### src/rtl/multicycle_ctrl_if.sv
// Handshake/bus bundle between the multicycle sequencer and its datapath.
// i_* flow into the controller, o_* flow out of it (master = controller).
interface multicycle_ctrl_if;
    logic [31:0] i_inst;
    logic        i_imem_ack;
    logic        i_dmem_ack;
    logic        i_branch_taken;
    logic        o_imem_req;
    logic        o_ir_write;
    logic        o_dmem_req;
    logic        o_dmem_we;
    logic        o_reg_write;
    logic [1:0]  o_wb_sel;
    logic        o_pc_write;
    logic [1:0]  o_pc_src;
    logic [2:0]  o_state;
    logic [1:0]  o_fault_cause;
    logic [31:0] o_retired;

    modport master (
        input  i_inst, i_imem_ack, i_dmem_ack, i_branch_taken,
        output o_imem_req, o_ir_write, o_dmem_req, o_dmem_we,
        output o_reg_write, o_wb_sel, o_pc_write, o_pc_src,
        output o_state, o_fault_cause, o_retired
    );

    modport slave (
        output i_inst, i_imem_ack, i_dmem_ack, i_branch_taken,
        input  o_imem_req, o_ir_write, o_dmem_req, o_dmem_we,
        input  o_reg_write, o_wb_sel, o_pc_write, o_pc_src,
        input  o_state, o_fault_cause, o_retired
    );
endinterface

### src/rtl/multicycle_ctrl.sv
// Multi-cycle FETCH/DECODE/EXEC/MEM/WB sequencer for the RV32I core.
// Ports: clk, rst (sync, active-high), bus (multicycle_ctrl_if.master).
module multicycle_ctrl #(
    parameter logic [2:0]  RESET_STATE  = 3'd0,
    parameter int unsigned MEM_WAIT_MAX = 8
) (
    input logic               clk,
    input logic               rst,
    multicycle_ctrl_if.master bus
);
    typedef enum logic [2:0] {
        S_FETCH  = 3'd0,
        S_DECODE = 3'd1,
        S_EXEC   = 3'd2,
        S_MEM    = 3'd3,
        S_WB     = 3'd4,
        S_HALT   = 3'd5,
        S_FAULT  = 3'd6
    } state_t;

    typedef enum logic [3:0] {
        C_R, C_I, C_L, C_S, C_B, C_J, C_JALR, C_LUI, C_AUIPC, C_SYS
    } cls_t;

    localparam logic [31:0] LIM =
        (MEM_WAIT_MAX == 0) ? 32'd0 : 32'(MEM_WAIT_MAX - 1);

    state_t      r_state, w_state_n;
    cls_t        r_cls, w_cls_n, w_dec_cls;
    logic        w_dec_ok;
    logic [1:0]  r_fault, w_fault_n;
    logic [31:0] r_ret;
    logic [31:0] r_wait, w_wait_n;
    logic        w_inc, w_to;
    logic        w_imem_req, w_ir_write, w_dmem_req, w_dmem_we;
    logic        w_reg_write, w_pc_write;
    logic [1:0]  w_wb_sel, w_pc_src;
    logic        w_unused;

    assign w_unused = ^{bus.i_inst[31:12]};

    // Last allowed no-ack cycle reached; an ack this cycle still wins.
    assign w_to = (MEM_WAIT_MAX != 0) && (r_wait == LIM);

    always_comb begin
        w_dec_ok  = 1'b1;
        w_dec_cls = C_R;
        case (bus.i_inst[6:0])
            7'b0110011: w_dec_cls = C_R;
            7'b0010011: w_dec_cls = C_I;
            7'b0000011: w_dec_cls = C_L;
            7'b0100011: w_dec_cls = C_S;
            7'b1100011: w_dec_cls = C_B;
            7'b1101111: w_dec_cls = C_J;
            7'b1100111: w_dec_cls = C_JALR;
            7'b0110111: w_dec_cls = C_LUI;
            7'b0010111: w_dec_cls = C_AUIPC;
            7'b1110011: w_dec_cls = C_SYS;
            default:    w_dec_ok  = 1'b0;
        endcase
    end

    always_ff @(posedge clk) begin
        if (rst) begin
            r_state <= state_t'(RESET_STATE);
            r_cls   <= C_R;
            r_fault <= 2'd0;
            r_ret   <= 32'd0;
            r_wait  <= 32'd0;
        end else begin
            r_state <= w_state_n;
            r_cls   <= w_cls_n;
            r_fault <= w_fault_n;
            r_ret   <= r_ret + {31'd0, w_inc};
            r_wait  <= w_wait_n;
        end
    end

    always_comb begin
        w_state_n   = r_state;
        w_cls_n     = r_cls;
        w_fault_n   = r_fault;
        // Cleared outside FETCH/MEM, so every entry starts from zero.
        w_wait_n    = 32'd0;
        w_inc       = 1'b0;
        w_imem_req  = 1'b0;
        w_ir_write  = 1'b0;
        w_dmem_req  = 1'b0;
        w_dmem_we   = 1'b0;
        w_reg_write = 1'b0;
        w_wb_sel    = 2'd0;
        w_pc_write  = 1'b0;
        w_pc_src    = 2'd0;
        unique case (r_state)
            S_FETCH: begin
                w_imem_req = 1'b1;
                if (bus.i_imem_ack) begin
                    w_ir_write = 1'b1;
                    w_state_n  = S_DECODE;
                end else if (w_to) begin
                    w_state_n = S_FAULT;
                    w_fault_n = 2'd2;
                end else if (r_wait != '1) begin
                    w_wait_n = r_wait + 32'd1;
                end else begin
                    w_wait_n = r_wait;
                end
            end
            S_DECODE: begin
                w_cls_n = w_dec_cls;
                if (!w_dec_ok) begin
                    w_state_n = S_FAULT;
                    w_fault_n = 2'd1;
                end else if (w_dec_cls == C_SYS) begin
                    w_state_n = S_HALT;
                    w_inc     = 1'b1;
                end else begin
                    w_state_n = S_EXEC;
                end
            end
            S_EXEC: begin
                if (r_cls == C_L || r_cls == C_S) begin
                    w_state_n = S_MEM;
                end else if (r_cls == C_B) begin
                    w_pc_write = 1'b1;
                    w_pc_src   = {1'b0, bus.i_branch_taken};
                    w_inc      = 1'b1;
                    w_state_n  = S_FETCH;
                end else begin
                    w_state_n = S_WB;
                end
            end
            S_MEM: begin
                w_dmem_req = 1'b1;
                w_dmem_we  = (r_cls == C_S);
                if (bus.i_dmem_ack) begin
                    if (r_cls == C_S) begin
                        w_pc_write = 1'b1;
                        w_inc      = 1'b1;
                        w_state_n  = S_FETCH;
                    end else begin
                        w_state_n = S_WB;
                    end
                end else if (w_to) begin
                    w_state_n = S_FAULT;
                    w_fault_n = 2'd3;
                end else if (r_wait != '1) begin
                    w_wait_n = r_wait + 32'd1;
                end else begin
                    w_wait_n = r_wait;
                end
            end
            S_WB: begin
                w_reg_write = (bus.i_inst[11:7] != 5'd0);
                w_pc_write  = 1'b1;
                w_inc       = 1'b1;
                w_state_n   = S_FETCH;
                unique case (1'b1)
                    r_cls == C_L:   w_wb_sel = 2'd1;
                    r_cls == C_J:   w_wb_sel = 2'd2;
                    r_cls == C_JALR: w_wb_sel = 2'd2;
                    r_cls == C_LUI: w_wb_sel = 2'd3;
                    default:        w_wb_sel = 2'd0;
                endcase
                unique case (1'b1)
                    r_cls == C_J:    w_pc_src = 2'd1;
                    r_cls == C_JALR: w_pc_src = 2'd2;
                    default:         w_pc_src = 2'd0;
                endcase
            end
            default: begin
                w_state_n = r_state;
            end
        endcase
    end

    // Reset cycle must never leak a write or PC strobe.
    assign bus.o_imem_req    = w_imem_req & ~rst;
    assign bus.o_ir_write    = w_ir_write & ~rst;
    assign bus.o_dmem_req    = w_dmem_req & ~rst;
    assign bus.o_dmem_we     = w_dmem_we & ~rst;
    assign bus.o_reg_write   = w_reg_write & ~rst;
    assign bus.o_wb_sel      = w_wb_sel & {2{~rst}};
    assign bus.o_pc_write    = w_pc_write & ~rst;
    assign bus.o_pc_src      = w_pc_src & {2{~rst}};
    assign bus.o_state       = r_state;
    assign bus.o_fault_cause = r_fault;
    assign bus.o_retired     = r_ret;
endmodule

### src/flat_wrapper.sv
// flat-port wrapper written by rule: the top's interface ports become plain ports
module multicycle_ctrl_flat 
#(
    parameter logic [2:0]  RESET_STATE  = 3'd0,
    parameter int unsigned MEM_WAIT_MAX = 8
)
  (clk, rst, bus_i_inst, bus_i_imem_ack, bus_i_dmem_ack, bus_i_branch_taken, bus_o_imem_req, bus_o_ir_write, bus_o_dmem_req, bus_o_dmem_we, bus_o_reg_write, bus_o_wb_sel, bus_o_pc_write, bus_o_pc_src, bus_o_state, bus_o_fault_cause, bus_o_retired);
  multicycle_ctrl_if bus_i ();
  input logic clk;
  input logic rst;
  input wire logic [$bits(bus_i.i_inst)-1:0] bus_i_inst;
  input wire logic [$bits(bus_i.i_imem_ack)-1:0] bus_i_imem_ack;
  input wire logic [$bits(bus_i.i_dmem_ack)-1:0] bus_i_dmem_ack;
  input wire logic [$bits(bus_i.i_branch_taken)-1:0] bus_i_branch_taken;
  output wire logic [$bits(bus_i.o_imem_req)-1:0] bus_o_imem_req;
  output wire logic [$bits(bus_i.o_ir_write)-1:0] bus_o_ir_write;
  output wire logic [$bits(bus_i.o_dmem_req)-1:0] bus_o_dmem_req;
  output wire logic [$bits(bus_i.o_dmem_we)-1:0] bus_o_dmem_we;
  output wire logic [$bits(bus_i.o_reg_write)-1:0] bus_o_reg_write;
  output wire logic [$bits(bus_i.o_wb_sel)-1:0] bus_o_wb_sel;
  output wire logic [$bits(bus_i.o_pc_write)-1:0] bus_o_pc_write;
  output wire logic [$bits(bus_i.o_pc_src)-1:0] bus_o_pc_src;
  output wire logic [$bits(bus_i.o_state)-1:0] bus_o_state;
  output wire logic [$bits(bus_i.o_fault_cause)-1:0] bus_o_fault_cause;
  output wire logic [$bits(bus_i.o_retired)-1:0] bus_o_retired;
  assign bus_i.i_inst = bus_i_inst;
  assign bus_i.i_imem_ack = bus_i_imem_ack;
  assign bus_i.i_dmem_ack = bus_i_dmem_ack;
  assign bus_i.i_branch_taken = bus_i_branch_taken;
  assign bus_o_imem_req = bus_i.o_imem_req;
  assign bus_o_ir_write = bus_i.o_ir_write;
  assign bus_o_dmem_req = bus_i.o_dmem_req;
  assign bus_o_dmem_we = bus_i.o_dmem_we;
  assign bus_o_reg_write = bus_i.o_reg_write;
  assign bus_o_wb_sel = bus_i.o_wb_sel;
  assign bus_o_pc_write = bus_i.o_pc_write;
  assign bus_o_pc_src = bus_i.o_pc_src;
  assign bus_o_state = bus_i.o_state;
  assign bus_o_fault_cause = bus_i.o_fault_cause;
  assign bus_o_retired = bus_i.o_retired;
  multicycle_ctrl #(.RESET_STATE(RESET_STATE), .MEM_WAIT_MAX(MEM_WAIT_MAX)) u_core (.clk(clk), .rst(rst), .bus(bus_i));
endmodule
### config.mk
export PLATFORM = sky130hd
export DESIGN_NAME = multicycle_ctrl_flat
export DESIGN_NICKNAME = d
export VERILOG_FILES = /design/src/rtl/multicycle_ctrl_if.sv /design/src/rtl/multicycle_ctrl.sv /design/src/flat_wrapper.sv
export SDC_FILE = /design/constraint.sdc
export NUM_CORES = 1
export LEC_CHECK = 0
export CORE_MARGIN = 2
export CORE_UTILIZATION = 46
export CTS_CLUSTER_SIZE = 20
export DETAILED_ROUTE_END_ITERATION = 7
export PLACE_DENSITY = 0.8
export SYNTH_ARGS = -nofsm -noshare
export SYNTH_HDL_FRONTEND = slang
export SYNTH_SLANG_ARGS = --single-unit
### constraint.sdc
create_clock -name clk -period 2.7 [get_ports clk]
set_input_delay 0.405 -clock clk [delete_from_list [all_inputs] [get_ports clk]]
set_output_delay 0.405 -clock clk [all_outputs]
set_load 0.05 [all_outputs]
==> flow_metrics.env, run 1 <==
export IMPL_synth_top_area_share=0.378
export IMPL_cp_slowest_cell="clkdlybuf4s50_1"
export IMPL_fin_area_sq_mm=0.00507
export IMPL_dp_cells=644
export IMPL_htree_num_levels=3
export IMPL_crit_path_end_kind="flip-flop"
export IMPL_rsz0062_at_grt="no"
export IMPL_hpwl_um=6850
export IMPL_outcome="finished clean"
export IMPL_wl_um=9430
export IMPL_finalNetCount=590
export IMPL_tritoncts="yes"
export IMPL_die_area_sq_mm=0.00916
export IMPL_yosysWarnings=0
export IMPL_antenna_found_initial=0
export IMPL_setup_violations=0
export IMPL_wl_per_cell_um=14.3
export IMPL_io_buffers=63
export IMPL_whs_path_depth=2
export IMPL_ir_drop_uv=262
export IMPL_min_path_type="flip-flop to flip-flop"
export IMPL_drive_above_1_share=0.128
export IMPL_ys_types=59
export IMPL_syn_inst=472
export IMPL_final_max_slew_viol_count=0
export IMPL_avgSynthCellArea_sq_um=8.20
export IMPL_diodes=0
export IMPL_rows=33
export IMPL_hold_viol=0
export IMPL_r2r_cells=12
export IMPL_timing_slew_headroom=0.646
export IMPL_area_delta_synth_final_pct=31.1
export IMPL_place_congestion=0.841
export IMPL_async_flop_share=0
export IMPL_dominantRegCellSynth="dfxtp_1"
export IMPL_worstMarginPinSlew_ps=530
export IMPL_power_density_mw_per_mm2=438
export IMPL_clkSlewWorstSetupHoldPaths_ps=90
export IMPL_crit_path_max_incr_delay_ps=430
export IMPL_drtAntennaViolNets=0
export IMPL_routed_top_layer="met4"
export IMPL_min_period_ps=2440
export IMPL_synth_edf_count=0
export IMPL_cts_hold_buf=0
export IMPL_firstDrtPassIters=4
export IMPL_worstPathCellList="clkdlybuf4s50_1 -> nand2b_1 -> nor4_2 -> nand2_1 -> nand2_1 -> ha_1 -> ha_1 -> and4_1 -> nand3_1 -> or3_1 -> a21oi_1"
export IMPL_cts_resized=0
export IMPL_overflow=0
export IMPL_clkLatencyLatePin_ps=360
export IMPL_cts_buffer_depth=2
export IMPL_via_per_inst=5.75
export IMPL_core_sq_mm=0.00818
export IMPL_drt_iter0_drc=186
export IMPL_synth_commonest_cells="73 x dfxtp_1, 68 x nor2_1, 39 x nand2_1, 30 x xor2_1, 24 x nand3_1"
export IMPL_grt_max_degree=33
export IMPL_synth_nets=512
export IMPL_drc=0
export IMPL_wl_met2_um=4510
export IMPL_vias=3795
export IMPL_finalCritPeriodShare=0.903
export IMPL_leakage_nw=1.77
export IMPL_final_cells=660
export IMPL_grt_util_all_layers=0.214
export IMPL_post_cts_repair_setup_buffers=0
export IMPL_grt_pass1_vias=3500
export IMPL_io_pins=84
export IMPL_ys_seq_area_frac=0.378
export IMPL_r2r_slack_ps=290
export IMPL_start_kind="primary input"
export IMPL_cts_root_buf="clkbuf_8"
export IMPL_clock_skew_ps=12.6
export IMPL_fmaxAchievable_ghz=0.410
export IMPL_crit_required_ps=2990
export IMPL_syn_area_sq_mm=0.00387
export IMPL_placed_cell_area_sq_mm=0.00487
export IMPL_die_h_um=95.7
export IMPL_cp_arrival_ps=2730
export IMPL_maxCapViolCount=0
export IMPL_crit_type="primary input to flip-flop"
export IMPL_synth_top_cells_by_area="dfxtp_1 38%, xor2_1 6.8%, nor2_1 6.6%, nand2_1 3.8%, nand4_1 3.2%"
export IMPL_cts_sinks=73
export IMPL_yosysMostFrequentCell="dfxtp_1"
export IMPL_critPathMaxFanout=5
export IMPL_initial_core_util=0.473
export IMPL_met1_length_um=4250
export IMPL_cts_made_buffers=9
export IMPL_grt_pass1_wl_um=16000
export IMPL_ys_ff_latch=73
export IMPL_die_w_um=95.7
export IMPL_met3_length_um=545
export IMPL_yosys_area_top_type="dfxtp_1"
cell families (layout without fill, tap and decap cells):
| group | Yosys count | count (layout) | share of synthesized area |
|---|---|---|---|
| muxes | 5 | 5 | 0.0133 |
| buffers and inverters | 29 | 112 | 0.0298 |
| DFF | 73 | 73 | 0.378 |
| AOI/OAI and AO/OA | 78 | 78 | 0.142 |
| adders and majority gates | 3 | 3 | 0.00970 |
| and+or+nand+nor | 240 | 240 | 0.328 |
| xor gates and xnor gates | 44 | 44 | 0.0996 |
routing by layer:
metal | GRT usage | vias up
met5 | 0 | -
met4 | 0.0429 | 0
met3 | 0.0595 | 15
met2 | 0.351 | 117
met1 | 0.283 | 1782
li1 | - | 1881
final cells by class:
type,instances,area (sq um)
fillers,674,3100
multi-input cells,370,2330
well taps,105,131
inverters,8,30.0
flip-flops and latches,73,1460
repair buffers,88,918
clock buffers,9,124
clock inverters,7,71.3
worst paths after layout:
check / to / start
worst max-delay path: u_core.bus.o_retired[26]$_SDFF_PP0_ / bus_i_inst[3]
worst min register to register: u_core.bus.o_fault_cause[1]$_SDFFE_PP0P_ / u_core.bus.o_fault_cause[1]$_SDFFE_PP0P_
worst min-delay path: u_core.bus.o_fault_cause[1]$_SDFFE_PP0P_ / u_core.bus.o_fault_cause[1]$_SDFFE_PP0P_
worst max register to register: u_core.bus.o_retired[14]$_SDFF_PP0_ / u_core.bus.o_state[1]$_SDFFE_PP0P_
power by group:
part / internal [W] / switching, W
registers: 0.00109 / 0.0000144
clock network: 0.000362 / 0.000487
logic: 0.000114 / 0.000158
critical path, delay by kind of cell:
kind                     cells  cell delay, ps
AO/OA/AOI/OAI                1             140
adder cells (fa/ha/maj)      2             320
buffers and inverters        1             430
AND/OR/NAND/NOR              7            1430
state kept, by name (all words and copies together) (netlist names):
signal and cells:
u_core.bus.o_retired 32, u_core.r_cls 4, u_core.r_wait 32, u_core.bus.o_fault_cause 2
u_core.bus.o_state 3
layout by cell type (no fill, tap or decap), drive strengths merged, types with 2 or more instances in the layout:
| cell | instances |
|---|---|
| clkbuf | 9 |
| nor2b | 7 |
| nor4 | 7 |
| nand3 | 24 |
| nand2 | 39 |
| nor3 | 13 |
| nand2b | 6 |
| o21ai | 14 |
| o311ai | 3 |
| a21oi | 22 |
| xor2 | 30 |
| ha | 3 |
| o2111ai | 4 |
| mux2i | 4 |
| nand3b | 4 |
| nor2 | 68 |
| inv | 13 |
| nand4 | 21 |
| or2 | 2 |
| xnor2 | 14 |
| a311oi | 8 |
| a41oi | 2 |
| or4 | 7 |
| clkinv | 2 |
| and4 | 8 |
| and2 | 5 |
| or3 | 14 |
| a211oi | 2 |
| clkdlybuf4s50 | 53 |
| and3 | 10 |
| a31oi | 7 |
| buf | 35 |
| dfxtp | 73 |
per-stage QoR:
stage | total power [W] | hold WS, ps | util | worst slack [ps] | setup TNS, ps
6_report | 0.00222 | 486 | 0.620 | 261 | 0
5_1_grt | 0.00231 | 526 | 0.620 | 32.6 | 0
4_1_cts | 0.00224 | 495 | 0.620 | 223 | 0
3_5_place_dp | 0.00139 | 478 | 0.596 | -139 | -1200
3_3_place_gp | 0.00139 | 463 | 0.596 | -104 | -883
2_1_floorplan | 0.00128 | 465 | - | 10.3 | 0
Note: power is estimated with default switching activity, not from simulation.
==> inputs of run 2 (changes only) <==
--- a/config.mk
+++ b/config.mk
@@ -7,6 +7,7 @@
 export LEC_CHECK = 0
 export CORE_MARGIN = 2
 export CORE_UTILIZATION = 46
+export CTS_CLUSTER_DIAMETER = 60
 export CTS_CLUSTER_SIZE = 20
 export DETAILED_ROUTE_END_ITERATION = 7
 export PLACE_DENSITY = 0.8
==> results of run 2 <==
Final layout, timing and power as in run 1 (identical DEF).
